===== config.mk =====
export PLATFORM = sky130hd
export DESIGN_NAME = uart_rx_deser_flat
export DESIGN_NICKNAME = d
export VERILOG_FILES = /design/src/rtl/uart_rx_deser_if.sv /design/src/rtl/uart_rx_deser.sv /design/src/flat_wrapper.sv
export SDC_FILE = /design/constraint.sdc
export NUM_CORES = 1
export LEC_CHECK = 0
export ABC_AREA = 1
export CELL_PAD_IN_SITES_DETAIL_PLACEMENT = 1
export CELL_PAD_IN_SITES_GLOBAL_PLACEMENT = 2
export CORE_ASPECT_RATIO = 0.7
export CORE_UTILIZATION = 34
export CTS_CLUSTER_DIAMETER = 100
export DETAILED_ROUTE_END_ITERATION = 6
export MAX_ROUTING_LAYER = met4
export PLACE_DENSITY_LB_ADDON = 0.05
export SETUP_SLACK_MARGIN = 0.1
export SLEW_MARGIN = 20
export SYNTH_ARGS = -nofsm -noshare
export SYNTH_HDL_FRONTEND = slang
export SYNTH_SLANG_ARGS = --single-unit

===== constraint.sdc =====
create_clock -name i_clk -period 3.1 [get_ports i_clk]
set_input_delay 0.93 -clock i_clk [delete_from_list [all_inputs] [get_ports i_clk]]
set_output_delay 0.93 -clock i_clk [all_outputs]
set_load 0.01 [all_outputs]

===== src/rtl/uart_rx_deser_if.sv =====
// uart_rx_deser_if: RX pin plus received-byte/valid/error/busy bundle
// master = deserialiser side, slave = line driver and byte consumer side
interface uart_rx_deser_if;
    logic       i_rx;
    logic [7:0] o_rx_byte;
    logic       o_rx_byte_valid;
    logic       o_rx_err;
    logic       o_busy;

    modport master (
        input  i_rx,
        output o_rx_byte, o_rx_byte_valid, o_rx_err, o_busy
    );

    modport slave (
        output i_rx,
        input  o_rx_byte, o_rx_byte_valid, o_rx_err, o_busy
    );
endinterface


===== src/rtl/uart_rx_deser.sv =====
// uart_rx_deser: 8N1 UART receiver with mid-bit sampling and valid/error pulses
// Define UART_RX_PARITY_EN for 8E1 frames (even parity checked before the stop bit)
module uart_rx_deser #(
    parameter int CLK_FREQ_HZ = 100_000_000,
    parameter int BAUD        = 115200,
    parameter int SYNC_STAGES = 2
) (
    input logic             i_clk,
    input logic             i_rst,
    uart_rx_deser_if.master rx_if
);
    localparam int CLKS_PER_BIT = CLK_FREQ_HZ / BAUD;
    localparam int CW = $clog2(CLKS_PER_BIT);
    localparam logic [CW-1:0] MID  = CW'(CLKS_PER_BIT / 2 - 1);
    localparam logic [CW-1:0] LAST = CW'(CLKS_PER_BIT - 1);

    if (CLKS_PER_BIT < 4) begin : g_baud_chk
        $error("uart_rx_deser: CLKS_PER_BIT must be at least 4");
    end
    if (SYNC_STAGES < 2) begin : g_sync_chk
        $error("uart_rx_deser: SYNC_STAGES must be at least 2");
    end

    typedef enum logic [2:0] {
        IDLE,
        START,
        DATA,
`ifdef UART_RX_PARITY_EN
        PARITY,
`endif
        STOP,
        BREAK
    } state_t;

    state_t                 state_q;
    logic [SYNC_STAGES-1:0] sync_q;
    logic [CW-1:0]          baud_q, baud_d;
    logic [2:0]             bit_q;
    logic [7:0]             shift_q, byte_q;
    logic                   valid_q, err_q, busy_q;
    logic                   rx_s, tick, par_fault;

    assign rx_s = sync_q[SYNC_STAGES-1];

`ifdef UART_RX_PARITY_EN
    logic par_err_q;
    assign par_fault = par_err_q;
`else
    assign par_fault = 1'b0;
`endif

    // START samples at half a bit; every later sample is one full bit on, i.e. mid-bit
    always_comb begin
        tick   = baud_q == (state_q == START ? MID : LAST);
        baud_d = (state_q == IDLE || state_q == BREAK || tick) ? '0 : baud_q + CW'(1);
    end

    always_ff @(posedge i_clk) begin
        if (i_rst) begin
            sync_q  <= '1;
            state_q <= IDLE;
            baud_q  <= '0;
            bit_q   <= '0;
            shift_q <= '0;
            byte_q  <= '0;
            valid_q <= 1'b0;
            err_q   <= 1'b0;
            busy_q  <= 1'b0;
`ifdef UART_RX_PARITY_EN
            par_err_q <= 1'b0;
`endif
        end else begin
            sync_q  <= {sync_q[SYNC_STAGES-2:0], rx_if.i_rx};
            baud_q  <= baud_d;
            valid_q <= 1'b0;
            err_q   <= 1'b0;
            case (state_q)
                IDLE: if (!rx_s) begin
                    state_q <= START;
                    busy_q  <= 1'b1;
                end
                START: if (tick) begin
                    state_q <= rx_s ? IDLE : DATA;
                    busy_q  <= !rx_s;
                end
                DATA: if (tick) begin
                    shift_q <= {rx_s, shift_q[7:1]};
                    bit_q   <= bit_q + 3'd1;
`ifdef UART_RX_PARITY_EN
                    if (bit_q == 3'd7) state_q <= PARITY;
`else
                    if (bit_q == 3'd7) state_q <= STOP;
`endif
                end
`ifdef UART_RX_PARITY_EN
                PARITY: if (tick) begin
                    par_err_q <= rx_s ^ (^shift_q);
                    state_q   <= STOP;
                end
`endif
                // Leaving at mid-stop keeps half a bit of margin for a back-to-back start edge
                STOP: if (tick) begin
                    state_q <= rx_s ? IDLE : BREAK;
                    busy_q  <= !rx_s;
                    valid_q <= rx_s && !par_fault;
                    err_q   <= !rx_s || par_fault;
                    if (rx_s && !par_fault) byte_q <= shift_q;
                end
                BREAK: if (rx_s) begin
                    state_q <= IDLE;
                    busy_q  <= 1'b0;
                end
                default: state_q <= IDLE;
            endcase
        end
    end

    assign rx_if.o_rx_byte       = byte_q;
    assign rx_if.o_rx_byte_valid = valid_q;
    assign rx_if.o_rx_err        = err_q;
    assign rx_if.o_busy          = busy_q;
endmodule

===== src/flat_wrapper.sv =====
// flat-port wrapper written by rule: the top's interface ports become plain ports
module uart_rx_deser_flat 
#(
    parameter int CLK_FREQ_HZ = 100_000_000,
    parameter int BAUD        = 115200,
    parameter int SYNC_STAGES = 2
)
  (i_clk, i_rst, rx_if_i_rx, rx_if_o_rx_byte, rx_if_o_rx_byte_valid, rx_if_o_rx_err, rx_if_o_busy);
  uart_rx_deser_if rx_if_i ();
  input logic i_clk;
  input logic i_rst;
  input wire logic [$bits(rx_if_i.i_rx)-1:0] rx_if_i_rx;
  output wire logic [$bits(rx_if_i.o_rx_byte)-1:0] rx_if_o_rx_byte;
  output wire logic [$bits(rx_if_i.o_rx_byte_valid)-1:0] rx_if_o_rx_byte_valid;
  output wire logic [$bits(rx_if_i.o_rx_err)-1:0] rx_if_o_rx_err;
  output wire logic [$bits(rx_if_i.o_busy)-1:0] rx_if_o_busy;
  assign rx_if_i.i_rx = rx_if_i_rx;
  assign rx_if_o_rx_byte = rx_if_i.o_rx_byte;
  assign rx_if_o_rx_byte_valid = rx_if_i.o_rx_byte_valid;
  assign rx_if_o_rx_err = rx_if_i.o_rx_err;
  assign rx_if_o_busy = rx_if_i.o_busy;
  uart_rx_deser #(.CLK_FREQ_HZ(CLK_FREQ_HZ), .BAUD(BAUD), .SYNC_STAGES(SYNC_STAGES)) u_core (.i_clk(i_clk), .i_rst(i_rst), .rx_if(rx_if_i));
endmodule

After elaboration in Yosys (flattened, before gate mapping) --
Cells that the tools add are included.
Operators by class: multiplexer cells 14, bitwise operators 2, equal/unequal tests 13, reductions and logical operators 12, add/sub/neg operators 2
Operator list (count):
- 3-bit two-way mux | 7
- 3-bit case mux with 5 select lines | 1
- 2-bit by 1-bit != test with 1-bit output (second input constant) | 6
- 10-bit by 1-bit adder with 10-bit output (second input constant) | 1
- 10-bit equality test | 1
- 10-bit two-way mux | 1
- 3-bit by 2-bit equality test with 1-bit output (second input constant) | 2
- 3-bit equality test (second input constant) | 2
- 6-bit AND reduction | 1
- 4-bit AND reduction | 1
- 2-bit OR reduction | 2
- 3-bit by 1-bit adder with 3-bit output (second input constant) | 1
- 3-bit by 1-bit equality test with 1-bit output (second input constant) | 1
- 3-bit logical NOT | 1
- 1-bit two-way mux | 3
- 1-bit case mux with 3 select lines | 1
- 3-bit AND reduction | 1
- 3-bit nonzero test | 1
- 3-bit OR reduction | 1
- 1-bit logical OR | 2
- 2-bit two-way mux | 1
- 2-bit != test (second input constant) | 1
- 1-bit inverter | 2
- 2-bit AND reduction | 1
- 1-bit logical NOT | 1
Word-level totals: register bits after elaboration 37, word-level logic and storage cells 52, input port bits 3, output and inout bits 11

Logic depth before layout (Yosys ltp) --
Gate-level depths: netlist of the first run.
depth after elaboration 5, mapped depth 12, depth with buffers taken out 11

Worst setup path before layout of the first run --
No wires, ideal clock.
path type input to register, start input port i_rst, end register u_core.baud_q[3], setup time 0.058 ns, arrival time 1.452 ns, stages 4, slack 1.590 ns, path through inv_1 -> nand3_2 -> a21oi_1 -> o21a_1
On the way: longest elaborated chain between the ends 1
RTL lines:
- start: declaration | line flat_wrapper.sv:11 | input logic i_rst;
- 2-bit OR reduction (no source line)
- end signal: assignment | line uart_rx_deser.sv:74 | baud_q <= baud_d;
- end: declaration | line uart_rx_deser.sv:37 | logic [CW-1:0] baud_q, baud_d;
Every way passes these cells. A chain may end at the register's enable or synchronous reset.

Final worst setup path of the first run --
start register u_core.byte_q[5] (netlist: u_core.rx_if.o_rx_byte[5]), end output port rx_if_o_rx_byte[5]
RTL lines:
- start: declaration | line uart_rx_deser.sv:39 | logic [7:0] shift_q, byte_q;
- start signal: assignment | line uart_rx_deser.sv:107 | if (rx_s && !par_fault) byte_q <= shift_q;
- end: declaration | line flat_wrapper.sv:13 | output wire logic [$bits(rx_if_i.o_rx_byte)-1:0] rx_if_o_rx_byte;
No word-level cell between the ends.

==> results of run 1 <==
stage by stage:
step | setup WS (ns) | power (uW) | hold WS, ns | area (um^2)
final | 1.006 | 1096 | 0.4218 | 1873
after global routing | 0.7635 | 1169 | 0.4508 | 1873
after CTS | 0.9831 | 1116 | 0.4270 | 1873
after detailed placement | 0.9476 | 739.4 | 0.4051 | 1772
after global placement | 1.015 | 735.3 | 0.4020 | 1772
after floorplan | 1.590 | 679.9 | 0.3895 | 1599
cells by family after synthesis:
group / after synthesis
adders and majority gates: 3
AOI/OAI and AO/OA: 22
buffers and inverters: 33
xor gates and xnor gates: 3
DFF: 37
and+or+nand+nor: 124
where the power goes:
group          internal (uW)  leakage, uW  switching, uW
Sequential               500     0.000299           29.0
Combinational           64.4     0.000460            135
Clock                    201    0.0000542            168
state kept, by name, indices dropped and copies added (netlist names):
name,flops
u_core.baud_q,10
u_core.bit_q,3
u_core.rx_if.o_busy,1
u_core.rx_if.o_rx_byte,8
u_core.rx_if.o_rx_byte_valid,1
u_core.rx_if.o_rx_err,1
u_core.shift_q,8
u_core.state_q,3
u_core.sync_q,2
cell type report:
class	count	area, um^2	area share
clock buffers	7	96.34	0.05144
clock inverters	1	5.005	0.002672
inverters	27	101.3	0.05411
multi-input cells	152	723.2	0.3861
flip-flops and latches	37	740.7	0.3955
well taps	55	68.82	0.03674
repair buffers	14	137.6	0.07348
cell usage in the layout (no fill, tap or decap):
cell type and count:
nor3_1 14, ha_1 3, o21ai_0 14, nor3b_1 2
clkdlybuf4s50_1 13, a21oi_1 7, dfxtp_1 37, nand3_2 2
nor2_1 52, nand3_1 4, inv_1 26, inv_2 1
xor2_1 3, clkbuf_8 7, nand3_4 1, clkinv_2 1
or2_2 3, nand2_2 4, buf_4 1, nand2_1 39
nor2_2 2, o21a_1 1, nand4_1 1
worst max-delay path by stage:
stage	startpoint	end	slack (ns)	cells after the start
2_1_floorplan	i_rst	u_core.baud_q[3]	1.59	4
3_3_place_gp	i_rst	u_core.rx_if.o_rx_err	1.02	5
3_5_place_dp	i_rst	u_core.rx_if.o_rx_err	0.95	5
4_1_cts	u_core.rx_if.o_rx_byte[5]	rx_if_o_rx_byte[5]	0.98	1
5_1_grt	u_core.state_q[0]	u_core.bit_q[0]	0.76	8
6_report	u_core.rx_if.o_rx_byte[5]	rx_if_o_rx_byte[5]	1.01	1
routing by layer:
metal	vias to the layer above	share of wire	track usage
met3	5	0.026	0.04735
met2	13	0.40	0.2494
met4	0	0.0097	0.05172
li1	718	-	-
met1	640	0.57	0.2311
met5	-	0	-
==> metrics.csv, run 1 <==
metric;value;unit
Slew Limit Fails;0;
Max Buffers Root-to-Sink;2;
Synth area leader;dfxtp_1;
crit-path max cell delay;0.55;ns
Synth Warn #;0;
Max Freq;477.5;MHz
crit-path cells;clkdlybuf4s50_1;
H-tree Lvls;2;
Adder-Cell Fraction of Synth Area;0.02347;
total of max-cap violations;0;
WS Path Type;register to output port;
Overall Global Routing Usage;0.1709;
largest family of logic cells by synthesized area;simple AND/OR/NAND/NOR gates;
failing checks;design-rule violations;
post-synthesis simple-gate area fraction;0.3419;
Worst Setup Start Kind;register;
RePlAce Congestion;0.7756;
CTS Sinks;37;
library cells used by synthesis;23;
PwrDens;585.3;nW/um^2
Max-slew headroom;0.5054;
Fin Setup TNS;0;ns
vias in the first global route;1322;
reg2reg setup slack;1.03;ns
worst endpoint required time;2.17;ns
Reg clk slew, reported paths;0.08;ns
layout cells sized above 1;0.09244;
sequential area share after synthesis;0.4632;
num ports;14;
gr ovfl total;0;
minimum clock period;2.094;ns
postcts setup bufs;0;
Post-synth EDFFs;0;
initial antenna violation count;0;
utilization after layout;0.4229;
Yosys reg bits;37;
Gate Count Post-Synth;222;
first-pass GRT wire length;6320;um
total CTS buffers;5;
# port buffers;13;
mux cell area share after synthesis;0;
largest net degree at the start of global routing;24;
Setup Skew;0.01183;ns
Min-Delay Startpoint;u_core.sync_q[0];
drt pass-1 iters;5;
hold path cells;1;
nets@finish;243;
most frequent cell after synthesis;nor2_1;
Synth Net Count;228;
Antenna diodes;0;
crit path buf inv count;1;
Tcrit/Tclk final;0.6756;
initial drt markers;57;
Crit Path Max Fanout;2;
clock latency on the worst-skew pair;0.29;ns
Crit Reg-Reg Endpoint;u_core.bit_q[0];
Max VDD drop;0.1871;mV
Post-Syn Area;1599;um^2
most frequent cells after synthesis;nor2_1 (52), nand2_1 (39), dfxtp_1 (37), inv_1 (26);
clock root buffer;clkbuf_8;
Crit path max-delay family;buffers and inverters;
Critical Path End Type;output port;
CTS tree;built;
number of routed nets with antenna violations;0;
DRC;5;
hold endpoint;u_core.sync_q[1];
wire length per cell;12.38;um
final hold vios;0;
WP data arrival;1.16;ns
ys flop type;dfxtp_1;
Synth Area in Compound Gates;0.07042;
die span in x;83.97;um
status;finished, violations left;
Hold Crit Class;register to register;
final cell count without fillers;293;
# setup viols final;0;
RSZ-0062 raised after global routing;false;
post-CTS sizing;0;
cts hold-fix bufs;0;
num rows;20;
die height;59.38;um
starting density of the core;0.3610;
dpl hpwl;2641;um
Mean Syn Cell Area;7.203;um^2
Fill cells;577;
top-area cell type share of the netlist area;0.4632;
# placed instances;285;
total core area;4429;um^2
total wire length;3626;um
R2R depth;8;
Async SR Flop Fraction;0;
worst slew pin tran;0.7392;ns
vias after detailed routing;1376;
Synth Area in XOR/XNOR;0.01643;
CP max-delay cell;clkdlybuf4s50_1;
Worst R2R Start;u_core.state_q[1];
Synth area leaders;dfxtp_1 (46%), nor2_1 (12%), nand2_1 (9.2%);
Total Die Area;4985;um^2
area grow syn2layout;17.14;%
Avg Vias per Cell;4.696;
Leakage;0.0008139;uW
Power figures use the tool's default switching activity.
==> run 2, diff against run 1 <==
CORE_UTILIZATION = 29   (was 34)
clock period = 1.76 ns   (was 3.1 ns; I/O delays follow)
==> metrics.csv, run 2 (synthesis results as in run 1) <==
metric;value;unit;change
status;finished clean;;
die span in x;90.75;um;+8.1%
Sw Ratio;0.3176;;+0.01552
Comb pwr share;0.205;;+0.023
final hold vios;0;;unchanged
GR Layer Usage met1;0.1968;;-0.03431
max FFs per register;10;;unchanged
worst slew pin tran;0.2470;ns;-0.4922 ns
gr busiest metal;met2;;
Overall Global Routing Usage;0.1488;;-0.02213
crit-path max cell delay;0.35;ns;-0.20 ns
total core area;5285;um^2;+19%
layout cells sized above 1;0.1667;;+0.07423
minimum clock period;1.519;ns;
first-pass GRT wire length;6479;um;+2.5%
vias after detailed routing;1412;;+2.6%
utilization after layout;0.3733;;-0.04954
die height;64.13;um;+8.0%
Fin Setup TNS;0;ns;unchanged
WP data arrival;1.70;ns;+0.54 ns
M3 GR Usage;0.05000;;+0.002646
DRC;0;;-5
clock share of power;0.303;;-0.033
Max Buffers Root-to-Sink;2;;unchanged
Worst Setup Start Kind;register;;
H-tree Lvls;2;;unchanged
starting density of the core;0.3026;;-0.05846
# setup viols final;0;;unchanged
area grow syn2layout;23.40;%;
number of routed nets with antenna violations;0;;unchanged
CTS Sinks;37;;unchanged
Setup Skew;0.005043;ns;-0.006790 ns
worst endpoint required time;1.94;ns;-0.23 ns
Int Power;1300;uW;+70%
register share of total power;0.492;;+0.010
num rows;22;;+10%
Crit Path Max Fanout;17;;+15
Avg Vias per Cell;4.440;;-5.5%
Hold Crit Class;register to register;;
crit-path cells;inv_2 -> nand2_2 -> nor2_1 -> nand2_1 -> nand2_2 -> nand3_4 -> nor2_2 -> nand3_2 -> buf_12 -> nor2_1 -> nor2_1;;
clock latency on the worst-skew pair;0.28;ns;about the same
total of max-cap violations;0;;unchanged
# placed instances;310;;+8.8%
total CTS buffers;5;;unchanged
commonest non-fill, non-tap cells in the layout;nor2_1 (49), nand2_1 (38), dfxtp_1 (30);;
GR Layer Usage met2;0.2150;;-0.03445
Critical Path End Type;register;;
initial drt markers;54;;-5.3%
Antenna diodes;0;;unchanged
Tcrit/Tclk final;0.8628;;
cts hold-fix bufs;0;;unchanged
Max VDD drop;0.2557;mV;+37%
Max Freq;658.5;MHz;
Max-slew headroom;0.8341;;+0.3287
gr ovfl total;0;;unchanged
RSZ-0062 raised after global routing;true;;
Total Die Area;5819;um^2;+17%
reg2reg setup slack;0.24;ns;-0.79 ns
largest net degree at the start of global routing;24;;unchanged
RePlAce Congestion;0.8042;;+3.7%
Leakage;0.0009365;uW;+15%
CTS tree;built;;
NetSw;605.1;uW;+83%
clock root buffer;clkbuf_8;;
Hold WS;0.4389;ns;+0.01712 ns
most used cell, CP;nor2_1;;
final cell count without fillers;318;;+8.5%
total wire length;3840;um;+5.9%
initial antenna violation count;0;;unchanged
PwrDens;965.5;nW/um^2;+65%
most common cell after layout, fill and taps aside;nor2_1;;
Slew Limit Fails;0;;unchanged
num ports;14;;unchanged
Reg clk slew, reported paths;0.07;ns;about the same
CP max-delay cell;dfxtp_2;;
drt pass-1 iters;4;;-1
# port buffers;13;;unchanged
vias in the first global route;1385;;+4.8%
Biggest register;u_core.baud_q;;
WS Path Type;register to register;;
nets@finish;251;;+3.3%
dpl hpwl;2900;um;+9.8%
wire length per cell;12.08;um;-2.4%
[run 2: cell type report]
type	count	area, um^2
Multi-Input combinational cell	152	733.2
Inverter	27	101.3
Fill cell	672	3312
Sequential cell	37	749.5
Timing Repair Buffer	22	216.5
Clock buffer	6	72.57
Clock inverter	2	10.01
Tap cell	72	90.09
[run 2: critical path, delay by kind of cell (launching register included)]
kind	cells	cell delay, ns
AND/OR/NAND/NOR	9	0.82
flip-flops	1	0.35
buffers and inverters	2	0.23
[run 2: layer usage]
metal / wire [um] / part of all wire
met2: 1575 / 0.41
met5: 0 / 0
met4: 48 / 0.013
met3: 126 / 0.033
met1: 2090 / 0.54
[run 2: metrics by stage]
step	total power (uW)	worst slack [ns]	instance area [um^2]
detailed placement	1343	0.06800	1878
CTS	1921	0.1043	1949
global placement	1324	0.1121	1878
global route	2046	0.08446	1973
floorplan	1197	0.3628	1599
finish	1905	0.2414	1973
[run 2: power by group through the flow]
stage | logic [uW] | clock network [uW] | registers [uW]
after floorplan | 259 | 0 | 938
after global placement | 379 | 0 | 945
after detailed placement | 396 | 0 | 948
after CTS | 392 | 601 | 928
after global routing | 445 | 656 | 944
final | 391 | 578 | 936
[run 2: path summary, 6_finish.rpt]
check                                        from                         to  cells past startpoint
worst max-delay path            u_core.state_q[2]  u_core.rx_if.o_rx_byte[3]                     11
worst min-delay path             u_core.sync_q[0]           u_core.sync_q[1]                      1
worst max register to register  u_core.state_q[2]  u_core.rx_if.o_rx_byte[3]                     11
worst min register to register   u_core.sync_q[0]           u_core.sync_q[1]                      1
[run 2: repair_timing]
action / CTS / global route
setup endpoints to repair: 9 / 29
buffers inserted: 0 / 0
gates resized for setup: 9 / 15
